<file path="config.mk">
export PLATFORM = sky130hd
export DESIGN_NAME = mc_ctrl_flat
export DESIGN_NICKNAME = d
export VERILOG_FILES = /design/src/rtl/mc_pkg.sv /design/src/rtl/mc_ctrl_if.sv /design/src/rtl/mc_ctrl_outdec.sv /design/src/rtl/mc_ctrl.sv /design/src/flat_wrapper.sv
export SDC_FILE = /design/constraint.sdc
export NUM_CORES = 1
export LEC_CHECK = 0
export ABC_AREA = 0
export CAP_MARGIN = 25
export CORE_MARGIN = 4
export CORE_UTILIZATION = 48
export DETAILED_ROUTE_END_ITERATION = 10
export PLACE_DENSITY = 0.81
export RECOVER_POWER = 25
export SLEW_MARGIN = 20
export SYNTH_ARGS = -nofsm -noshare
export SYNTH_HDL_FRONTEND = slang
export SYNTH_HIERARCHICAL = 1
export SYNTH_SLANG_ARGS = --single-unit
</file>
<file path="constraint.sdc">
create_clock -name clk -period 2.8 [get_ports clk]
set_clock_uncertainty 0.05 [all_clocks]
set_input_delay 0.84 -clock clk [delete_from_list [all_inputs] [get_ports clk]]
set_output_delay 0.84 -clock clk [all_outputs]
set_load 0.03 [all_outputs]
</file>
<file path="src/rtl/mc_pkg.sv">
// Shared definitions for the multicycle MIPS main controller: opcode and funct
// values, 4-bit state encodings, control-field codes and the control-word struct.
package mc_pkg;

    // Opcodes (IR[31:26])
    localparam logic [5:0] OP_RTYPE = 6'b000000;
    localparam logic [5:0] OP_LW    = 6'b100011;
    localparam logic [5:0] OP_SW    = 6'b101011;
    localparam logic [5:0] OP_BEQ   = 6'b000100;
    localparam logic [5:0] OP_J     = 6'b000010;
    localparam logic [5:0] OP_ADDI  = 6'b001000;
    localparam logic [5:0] OP_JAL   = 6'b000011;

    // Funct values (IR[5:0])
    localparam logic [5:0] FUNCT_JR = 6'b001000;

    // ALUOp codes
    localparam logic [1:0] ALUOP_ADD   = 2'b00;
    localparam logic [1:0] ALUOP_SUB   = 2'b01;
    localparam logic [1:0] ALUOP_FUNCT = 2'b10;

    // ALUSrcB codes
    localparam logic [1:0] SRCB_B      = 2'b00;
    localparam logic [1:0] SRCB_FOUR   = 2'b01;
    localparam logic [1:0] SRCB_IMM    = 2'b10;
    localparam logic [1:0] SRCB_IMM_SH = 2'b11;

    // RegDst codes
    localparam logic [1:0] REGDST_RT = 2'b00;
    localparam logic [1:0] REGDST_RD = 2'b01;
    localparam logic [1:0] REGDST_RA = 2'b10;

    // MemtoReg codes
    localparam logic [1:0] M2R_ALUOUT = 2'b00;
    localparam logic [1:0] M2R_MDR    = 2'b01;
    localparam logic [1:0] M2R_PC     = 2'b10;

    // PCSource codes
    localparam logic [1:0] PCSRC_ALU    = 2'b00;
    localparam logic [1:0] PCSRC_ALUOUT = 2'b01;
    localparam logic [1:0] PCSRC_JUMP   = 2'b10;
    localparam logic [1:0] PCSRC_REG    = 2'b11;

    typedef enum logic [3:0] {
        S_FETCH  = 4'd0,
        S_DECODE = 4'd1,
        S_MEMADR = 4'd2,
        S_MEMRD  = 4'd3,
        S_MEMWB  = 4'd4,
        S_MEMWR  = 4'd5,
        S_EXEC   = 4'd6,
        S_RWB    = 4'd7,
        S_BRANCH = 4'd8,
        S_JUMP   = 4'd9,
        S_IEXEC  = 4'd10,
        S_IWB    = 4'd11,
        S_JAL    = 4'd12,
        S_JR     = 4'd13
    } state_t;

    typedef struct packed {
        logic       pc_write;
        logic       pc_write_cond;
        logic       i_or_d;
        logic       mem_read;
        logic       mem_write;
        logic       ir_write;
        logic       mdr_write;
        logic [1:0] reg_dst;
        logic [1:0] mem_to_reg;
        logic       reg_write;
        logic       alu_src_a;
        logic [1:0] alu_src_b;
        logic [1:0] alu_op;
        logic [1:0] pc_source;
        logic       illegal_op;
    } ctrl_t;

    // True for every opcode DECODE knows how to dispatch
    function automatic logic is_known_op(input logic [5:0] op);
        case (op)
            OP_RTYPE, OP_LW, OP_SW, OP_BEQ, OP_J, OP_ADDI, OP_JAL: return 1'b1;
            default: return 1'b0;
        endcase
    endfunction

endpackage

</file>
<file path="src/rtl/mc_ctrl_if.sv">
// Controller <-> datapath bus: instruction fields and memory handshake in,
// control strobes and selects out. master = controller, slave = datapath.
interface mc_ctrl_if;
    logic [5:0] op;
    logic [5:0] funct;
    logic       mem_ready;
    logic       pc_write;
    logic       pc_write_cond;
    logic       i_or_d;
    logic       mem_read;
    logic       mem_write;
    logic       ir_write;
    logic       mdr_write;
    logic [1:0] reg_dst;
    logic [1:0] mem_to_reg;
    logic       reg_write;
    logic       alu_src_a;
    logic [1:0] alu_src_b;
    logic [1:0] alu_op;
    logic [1:0] pc_source;
    logic       illegal_op;

    modport master (
        input  op, funct, mem_ready,
        output pc_write, pc_write_cond, i_or_d, mem_read, mem_write, ir_write,
               mdr_write, reg_dst, mem_to_reg, reg_write, alu_src_a, alu_src_b,
               alu_op, pc_source, illegal_op
    );

    modport slave (
        output op, funct, mem_ready,
        input  pc_write, pc_write_cond, i_or_d, mem_read, mem_write, ir_write,
               mdr_write, reg_dst, mem_to_reg, reg_write, alu_src_a, alu_src_b,
               alu_op, pc_source, illegal_op
    );
endinterface

</file>
<file path="src/rtl/mc_ctrl_outdec.sv">
// Combinational state -> control-word decoder for the multicycle controller.
// Optional MC_CTRL_JR_EN adds the JR state decode (pc_source = A).
module mc_ctrl_outdec
    import mc_pkg::*;
(
    input  state_t     state,
    input  logic       mem_ready,
    input  logic [5:0] op,
    output ctrl_t      ctrl
);

    // Moore decode; only the FETCH/MEMRD load strobes wait on mem_ready
    always_comb begin
        ctrl = '0;
        case (state)
            S_FETCH: begin
                ctrl.mem_read  = 1'b1;
                ctrl.i_or_d    = 1'b0;
                ctrl.alu_src_a = 1'b0;
                ctrl.alu_src_b = SRCB_FOUR;
                ctrl.alu_op    = ALUOP_ADD;
                ctrl.pc_source = PCSRC_ALU;
                ctrl.ir_write  = mem_ready;
                ctrl.pc_write  = mem_ready;
            end
            S_DECODE: begin
                // Branch target computed speculatively into ALUOut
                ctrl.alu_src_a  = 1'b0;
                ctrl.alu_src_b  = SRCB_IMM_SH;
                ctrl.alu_op     = ALUOP_ADD;
                ctrl.illegal_op = ~is_known_op(op);
            end
            S_MEMADR, S_IEXEC: begin
                ctrl.alu_src_a = 1'b1;
                ctrl.alu_src_b = SRCB_IMM;
                ctrl.alu_op    = ALUOP_ADD;
            end
            S_MEMRD: begin
                ctrl.mem_read  = 1'b1;
                ctrl.i_or_d    = 1'b1;
                ctrl.mdr_write = mem_ready;
            end
            S_MEMWB: begin
                ctrl.reg_write  = 1'b1;
                ctrl.reg_dst    = REGDST_RT;
                ctrl.mem_to_reg = M2R_MDR;
            end
            S_MEMWR: begin
                ctrl.mem_write = 1'b1;
                ctrl.i_or_d    = 1'b1;
            end
            S_EXEC: begin
                ctrl.alu_src_a = 1'b1;
                ctrl.alu_src_b = SRCB_B;
                ctrl.alu_op    = ALUOP_FUNCT;
            end
            S_RWB: begin
                ctrl.reg_write  = 1'b1;
                ctrl.reg_dst    = REGDST_RD;
                ctrl.mem_to_reg = M2R_ALUOUT;
            end
            S_BRANCH: begin
                ctrl.alu_src_a     = 1'b1;
                ctrl.alu_src_b     = SRCB_B;
                ctrl.alu_op        = ALUOP_SUB;
                ctrl.pc_write_cond = 1'b1;
                ctrl.pc_source     = PCSRC_ALUOUT;
            end
            S_JUMP: begin
                ctrl.pc_write  = 1'b1;
                ctrl.pc_source = PCSRC_JUMP;
            end
            S_IWB: begin
                ctrl.reg_write  = 1'b1;
                ctrl.reg_dst    = REGDST_RT;
                ctrl.mem_to_reg = M2R_ALUOUT;
            end
            S_JAL: begin
                // PC already holds PC+4 from FETCH, so it is the link value
                ctrl.reg_write  = 1'b1;
                ctrl.reg_dst    = REGDST_RA;
                ctrl.mem_to_reg = M2R_PC;
                ctrl.pc_write   = 1'b1;
                ctrl.pc_source  = PCSRC_JUMP;
            end
`ifdef MC_CTRL_JR_EN
            S_JR: begin
                ctrl.pc_write  = 1'b1;
                ctrl.pc_source = PCSRC_REG;
            end
`endif
            default: ctrl = '0;
        endcase
    end

endmodule

</file>
<file path="src/rtl/mc_ctrl.sv">
// Main control FSM of the multicycle MIPS core with retired-instruction counter.
// Optional feature macro: MC_CTRL_JR_EN (dedicated jr state, pc_source = A).
module mc_ctrl
    import mc_pkg::*;
#(
    parameter int CNT_W = 32
) (
    input  logic             clk,
    input  logic             rst,
    mc_ctrl_if.master        bus,
    output logic [CNT_W-1:0] instr_count
);

    state_t state;
    ctrl_t  ctrl_dec;
    ctrl_t  ctrl_out;

    mc_ctrl_outdec u_outdec (
        .state     (state),
        .mem_ready (bus.mem_ready),
        .op        (bus.op),
        .ctrl      (ctrl_dec)
    );

`ifndef MC_CTRL_JR_EN
    // funct only matters for the jr dispatch
    logic unused_funct;
    assign unused_funct = ^bus.funct;
`endif

    // State register, next-state dispatch and retire counter
    always_ff @(posedge clk or posedge rst) begin
        if (rst) begin
            state       <= S_FETCH;
            instr_count <= '0;
        end else begin
            case (state)
                S_FETCH: begin
                    if (bus.mem_ready) state <= S_DECODE;
                end
                S_DECODE: begin
                    case (bus.op)
                        OP_LW, OP_SW: state <= S_MEMADR;
                        OP_RTYPE: begin
`ifdef MC_CTRL_JR_EN
                            if (bus.funct == FUNCT_JR) state <= S_JR;
                            else                       state <= S_EXEC;
`else
                            state <= S_EXEC;
`endif
                        end
                        OP_BEQ:  state <= S_BRANCH;
                        OP_J:    state <= S_JUMP;
                        OP_ADDI: state <= S_IEXEC;
                        OP_JAL:  state <= S_JAL;
                        // undecoded op: back to FETCH without retiring
                        default: state <= S_FETCH;
                    endcase
                end
                S_MEMADR: state <= (bus.op == OP_SW) ? S_MEMWR : S_MEMRD;
                S_MEMRD: begin
                    if (bus.mem_ready) state <= S_MEMWB;
                end
                S_MEMWR: begin
                    if (bus.mem_ready) begin
                        state       <= S_FETCH;
                        instr_count <= instr_count + CNT_W'(1);
                    end
                end
                S_EXEC:  state <= S_RWB;
                S_IEXEC: state <= S_IWB;
                S_MEMWB, S_RWB, S_BRANCH, S_JUMP, S_IWB, S_JAL, S_JR: begin
                    state       <= S_FETCH;
                    instr_count <= instr_count + CNT_W'(1);
                end
                default: state <= S_FETCH;
            endcase
        end
    end

    // Reset forces every control low immediately, independent of the clock
    assign ctrl_out = rst ? '0 : ctrl_dec;

    assign bus.pc_write      = ctrl_out.pc_write;
    assign bus.pc_write_cond = ctrl_out.pc_write_cond;
    assign bus.i_or_d        = ctrl_out.i_or_d;
    assign bus.mem_read      = ctrl_out.mem_read;
    assign bus.mem_write     = ctrl_out.mem_write;
    assign bus.ir_write      = ctrl_out.ir_write;
    assign bus.mdr_write     = ctrl_out.mdr_write;
    assign bus.reg_dst       = ctrl_out.reg_dst;
    assign bus.mem_to_reg    = ctrl_out.mem_to_reg;
    assign bus.reg_write     = ctrl_out.reg_write;
    assign bus.alu_src_a     = ctrl_out.alu_src_a;
    assign bus.alu_src_b     = ctrl_out.alu_src_b;
    assign bus.alu_op        = ctrl_out.alu_op;
    assign bus.pc_source     = ctrl_out.pc_source;
    assign bus.illegal_op    = ctrl_out.illegal_op;

endmodule

</file>
<file path="src/flat_wrapper.sv">
// flat-port wrapper written by rule: the top's interface ports become plain ports
module mc_ctrl_flat import mc_pkg::*;
#(
    parameter int CNT_W = 32
)
  (clk, rst, instr_count, bus_op, bus_funct, bus_mem_ready, bus_pc_write, bus_pc_write_cond, bus_i_or_d, bus_mem_read, bus_mem_write, bus_ir_write, bus_mdr_write, bus_reg_dst, bus_mem_to_reg, bus_reg_write, bus_alu_src_a, bus_alu_src_b, bus_alu_op, bus_pc_source, bus_illegal_op);
  mc_ctrl_if bus_i ();
  input  logic clk;
  input  logic rst;
  output logic [CNT_W-1:0] instr_count;
  input wire logic [$bits(bus_i.op)-1:0] bus_op;
  input wire logic [$bits(bus_i.funct)-1:0] bus_funct;
  input wire logic [$bits(bus_i.mem_ready)-1:0] bus_mem_ready;
  output wire logic [$bits(bus_i.pc_write)-1:0] bus_pc_write;
  output wire logic [$bits(bus_i.pc_write_cond)-1:0] bus_pc_write_cond;
  output wire logic [$bits(bus_i.i_or_d)-1:0] bus_i_or_d;
  output wire logic [$bits(bus_i.mem_read)-1:0] bus_mem_read;
  output wire logic [$bits(bus_i.mem_write)-1:0] bus_mem_write;
  output wire logic [$bits(bus_i.ir_write)-1:0] bus_ir_write;
  output wire logic [$bits(bus_i.mdr_write)-1:0] bus_mdr_write;
  output wire logic [$bits(bus_i.reg_dst)-1:0] bus_reg_dst;
  output wire logic [$bits(bus_i.mem_to_reg)-1:0] bus_mem_to_reg;
  output wire logic [$bits(bus_i.reg_write)-1:0] bus_reg_write;
  output wire logic [$bits(bus_i.alu_src_a)-1:0] bus_alu_src_a;
  output wire logic [$bits(bus_i.alu_src_b)-1:0] bus_alu_src_b;
  output wire logic [$bits(bus_i.alu_op)-1:0] bus_alu_op;
  output wire logic [$bits(bus_i.pc_source)-1:0] bus_pc_source;
  output wire logic [$bits(bus_i.illegal_op)-1:0] bus_illegal_op;
  assign bus_i.op = bus_op;
  assign bus_i.funct = bus_funct;
  assign bus_i.mem_ready = bus_mem_ready;
  assign bus_pc_write = bus_i.pc_write;
  assign bus_pc_write_cond = bus_i.pc_write_cond;
  assign bus_i_or_d = bus_i.i_or_d;
  assign bus_mem_read = bus_i.mem_read;
  assign bus_mem_write = bus_i.mem_write;
  assign bus_ir_write = bus_i.ir_write;
  assign bus_mdr_write = bus_i.mdr_write;
  assign bus_reg_dst = bus_i.reg_dst;
  assign bus_mem_to_reg = bus_i.mem_to_reg;
  assign bus_reg_write = bus_i.reg_write;
  assign bus_alu_src_a = bus_i.alu_src_a;
  assign bus_alu_src_b = bus_i.alu_src_b;
  assign bus_alu_op = bus_i.alu_op;
  assign bus_pc_source = bus_i.pc_source;
  assign bus_illegal_op = bus_i.illegal_op;
  mc_ctrl #(.CNT_W(CNT_W)) u_core (.clk(clk), .rst(rst), .bus(bus_i), .instr_count(instr_count));
endmodule
</file>
-- Yosys cells after proc, flatten, opt, wreduce, memory -nomap -nowiden
Index checks and enable logic that the tools add are counted.
Widths: inputs -> output; s select.
- add/sub/neg operators: 1
- eq/ne operators: 22
- muxes and demuxes: 22
- bitwise gates (word level): 1
- reduce and logical (&&, ||, !) cells: 12
- operators by type and width (operator ; number):
    $pmux 32 s2 ; 1
    $add 32x1->32 const B ; 1
    $mux 32 ; 1
    $pmux 4 s7 ; 1
    $pmux 5 s5 ; 1
    $eq 4x4->1 const B ; 6
    $pmux 4 s6 ; 1
    $mux 20 ; 1
    $pmux 5 s4 ; 1
    $eq 4x3->1 const B ; 4
    $reduce_or 7->1 ; 2
    $eq 6x2->1 const B ; 2
    $eq 6x6->1 const B ; 2
    $mux 4 ; 3
    $reduce_or 2->1 ; 5
    $mux 1 ; 9
    $eq 4x2->1 const B ; 2
    $eq 6x3->1 const B ; 1
    $eq 6x4->1 const B ; 1
    $logic_not 6->1 ; 1
    $ne 2x2->1 const B ; 3
    $eq 4x1->1 const B ; 1
    $logic_not 4->1 ; 1
    $pmux 2 s2 ; 1
    other kinds (6) ; 6
- bits in registers: 36
- bits of input ports: 15
- output and inout bits: 52
- logic and storage cells: 60

-- Depth between registers and ports, before layout
- depth after elaboration: 7
- gate-level depth with buffers: 6
- gate-level depth less buffers: 5

-- Hierarchy
Netlist, hierarchy kept.
- modules (own cells, without submodules) (module ; times used ; cells each ; area each (µm²) ; sequential area each (µm²)):
    mc_ctrl ; 1 ; 209 ; 2057.0 ; 900.9
    mc_ctrl_outdec ; 1 ; 44 ; 280.3 ; 0.0

-- Worst setup path after synthesis
OpenSTA, ideal clock, no wires.
- path type: input-to-output
- start point: input port bus_op[0]
- end point: output port bus_illegal_op
- arrival: 1.724 ns
- data required time: 1.910 ns
- setup slack: 0.186 ns
- stages on the path: 4
- buffers on the path: 0
- cells stage by stage: or4_1 -> o21ai_1 -> a31oi_1 -> nor2b_1
- RTL lines (element ; line ; text):
    from (decl) ; flat_wrapper.sv:11 ; input wire logic [$bits(bus_i.op)-1:0] bus_op;
    to (decl) ; flat_wrapper.sv:28 ; output wire logic [$bits(bus_i.illegal_op)-1:0] bus_illegal_op;

==> impl_metrics.ini <==
[synthesis]
synthDominantAreaCellType = sky130_fd_sc_hd__dfrtp_1
async_reset_ff_frac = 1.00
synth.yosys.warnings = 6
synth_edf_count = 0
post_synth_main_area_contributors = sky130_fd_sc_hd__dfrtp_1, sky130_fd_sc_hd__xnor2_1, sky130_fd_sc_hd__nor2b_1, sky130_fd_sc_hd__nand4_1, sky130_fd_sc_hd__and3_1
cells_after_synthesis = 253
seq_area_frac_synth = 0.385
synth_seq_cells = 36
synth_top_area_share = 0.385
syn-num-nets = 269
synth-main-ff-cell = sky130_fd_sc_hd__dfrtp_1
post-synth-top-count-cell = sky130_fd_sc_hd__dfrtp_1
syn_area_per_cell_um2 = 9.24
synthDistinctLibCells = 52
synthTopCellsByCount = sky130_fd_sc_hd__dfrtp_1, sky130_fd_sc_hd__xnor2_1, sky130_fd_sc_hd__nor2b_1
netlist_area_um2 = 2340

[grt]
first_global_vias = 2085
grt_pass1_wl_um = 9760
grt_overflow = 0
initial_antenna_violation_count = 0
grt_start_max_net_pins = 37
grt.total_usage = 0.199

[worst_setup_path]
worst_path_maximum_fanout = 2
cp_slowest_cell = sky130_fd_sc_hd__or4_1
critical-path-max-stage-delay_ps = 500
worstPathRequired_ps = 1910
cp.arrival_ps = 1890
rr_startpoint = u_core/state[2]
worstSetupPathType = in -> out
path_cells = clkbuf_2, or4_1, o21ai_1, a31oi_1, nor2b_1, buf_4
timing.critical_path.from_type = input port
endpoint_kind = output pin
cp-startpoint = bus_op[0]

[clocking]
clkTransAtPathRegs_ps = 70
postCtsSetupBuffers = 0
cts_buffers = 5
ctsLongestPathBuffers = 2
clock_sinks = 36
worst_skew_pair_later_pin_latency_ps = 290
tritoncts = done
cts_root_buffer = sky130_fd_sc_hd__clkbuf_8
number_of_levels_in_the_clock_h_tree = 2

[floorplanning]
die_width_um = 77.8
die_h_um = 77.8
rows = 25
top_level_ports = 67
die-area_um2 = 6050
floorplan.initialDensity = 0.495
core_um2 = 4720

[sta]
timing_worst_slew_pin_value_ps = 883
hold-worst-slack_ps = 420
rsz0062_at_grt = true
max_slew_margin = 0.411
count_of_final_hold_check_violations = 0
drv_slew = 0
finalSetupTns_ps = 0
setup_viol_count_final = 0
min_period_over_period = 0.992
final_period_minus_worst_setup_slack_ps = 2780
max_freq_ghz = 0.360

[placement]
routabilityCongestion = 0.834
portBuffers = 60
dp.final_hpwl_um = 4130
placed_area_um2 = 3020
placedCellCount = 385

[flow_run]
max_cap_violations = 0

[finish]
share_of_cells_above_drive_strength_1 = 0.181
final_area_um2 = 3100
area_growth_syn_to_layout_pct = 32.7
num_antenna_cells = 0
final-instance-count-excl-fill = 393
finish.net_count = 341
num-fill-cells = 380
layout.core_utilization = 0.656

[drt]
detail_route.drc_violations = 0
routed-via-count = 2109
firstDrtPassIters = 4
routed_via_density = 5.37
initialDrtViolationCount = 176
antenna_left = 0
wirelength_um = 5760
post_drt_wl_per_cell_um = 14.7

[power]
power.leakage_uw = 0.00126
power.density_nw_per_um2 = 593
vdd_drop_max_uv = 463

[outcome]
run_status = finished, final reports clean

[worst_hold_path]
worst_hold_path_type = reg -> reg
hold_path_startpoint = u_core/instr_count[31]
-- cell families after synthesis --
group                    Yosys count  share of synthesized area
multiplexers                       2                    0.00857
XOR/XNOR                          36                      0.135
buffers and inverters             17                     0.0493
flip-flops                        36                      0.385
AO/OA/AOI/OAI                     21                     0.0648
adder cells (fa/ha/maj)            1                    0.00535
AND/OR/NAND/NOR                  140                      0.352
-- repair_timing --
action / 4_1_cts / 5_1_grt
pin swaps: 2 / 2
hold buffers: 0 / 0
resized for setup: 15 / 6
setup endpoints to repair: 4 / 1
-- path summary, 6_finish.rpt --
path | end | slack, ps | cells after the start
setup / recovery | bus_illegal_op | 20 | 6
hold / removal | u_core/instr_count[31] | 420 | 1
setup reg to reg | u_core/instr_count[13] | 680 | 5
hold reg to reg | u_core/instr_count[31] | 420 | 1
max in group asynchronous | u_core/instr_count[8] | 830 | 4
min in group asynchronous | u_core/instr_count[16] | 1320 | 4
-- area by class of cell --
class	count	area [um2]	share of cell area
multi-input cells	200	1330	0.428
flip-flops and latches	36	901	0.291
repair buffers	79	683	0.220
clock buffers	7	86.3	0.0278
well taps	67	83.8	0.0270
inverters	3	11.3	0.00363
clock inverters	1	7.51	0.00242
-- metrics by stage --
step	worst slack [ps]	power (uW)
CTS	-91.1	1850
global route	-38.3	1950
detailed placement	-758	1460
finish	22.4	1840
floorplan	186	1210
global placement	-744	1440
-- power breakdown --
part / switching, uW / internal, uW
combinational: 478 / 358
sequential: 48.7 / 564
clock: 191 / 200
total: 717 / 1120
-- registers in the layout (all words and copies together) (netlist names) --
register / flops
u_core/state: 4
u_core/instr_count: 32
-- routing by layer --
layer	track usage	vias to the layer above	part of all wire
li1	-	1048	-
met1	0.266	986	0.46
met2	0.313	66	0.47
met3	0.0476	9	0.056
met4	0.0730	0	0.012
met5	0	-	0
-- worst max-delay path: cells and delay by family --
kind,cells,cell delay (ps)
AND/OR/NAND/NOR,2,630
buffers and inverters,2,240
AO/OA/AOI/OAI,2,180
-- cell usage in the layout, fill, tap and decap left out, drive strengths merged, types with 2 or more instances in the layout --
master          n
and4            4
clkbuf         10
or4             2
o21ai           3
nand2b          6
nand4          16
dfrtp          36
nor2           18
xnor2          27
inv             3
clkdlybuf4s50  34
nor3            9
a31oi           2
or2             2
nand2          16
nand3          11
and2            2
mux2i           2
nor2b          22
nand3b          2
buf            39
nor4b           3
xor2            9
nor3b           3
a21oi           3
o211ai          2
and3           14
nor4            9
Power figures use the tool's default switching activity.
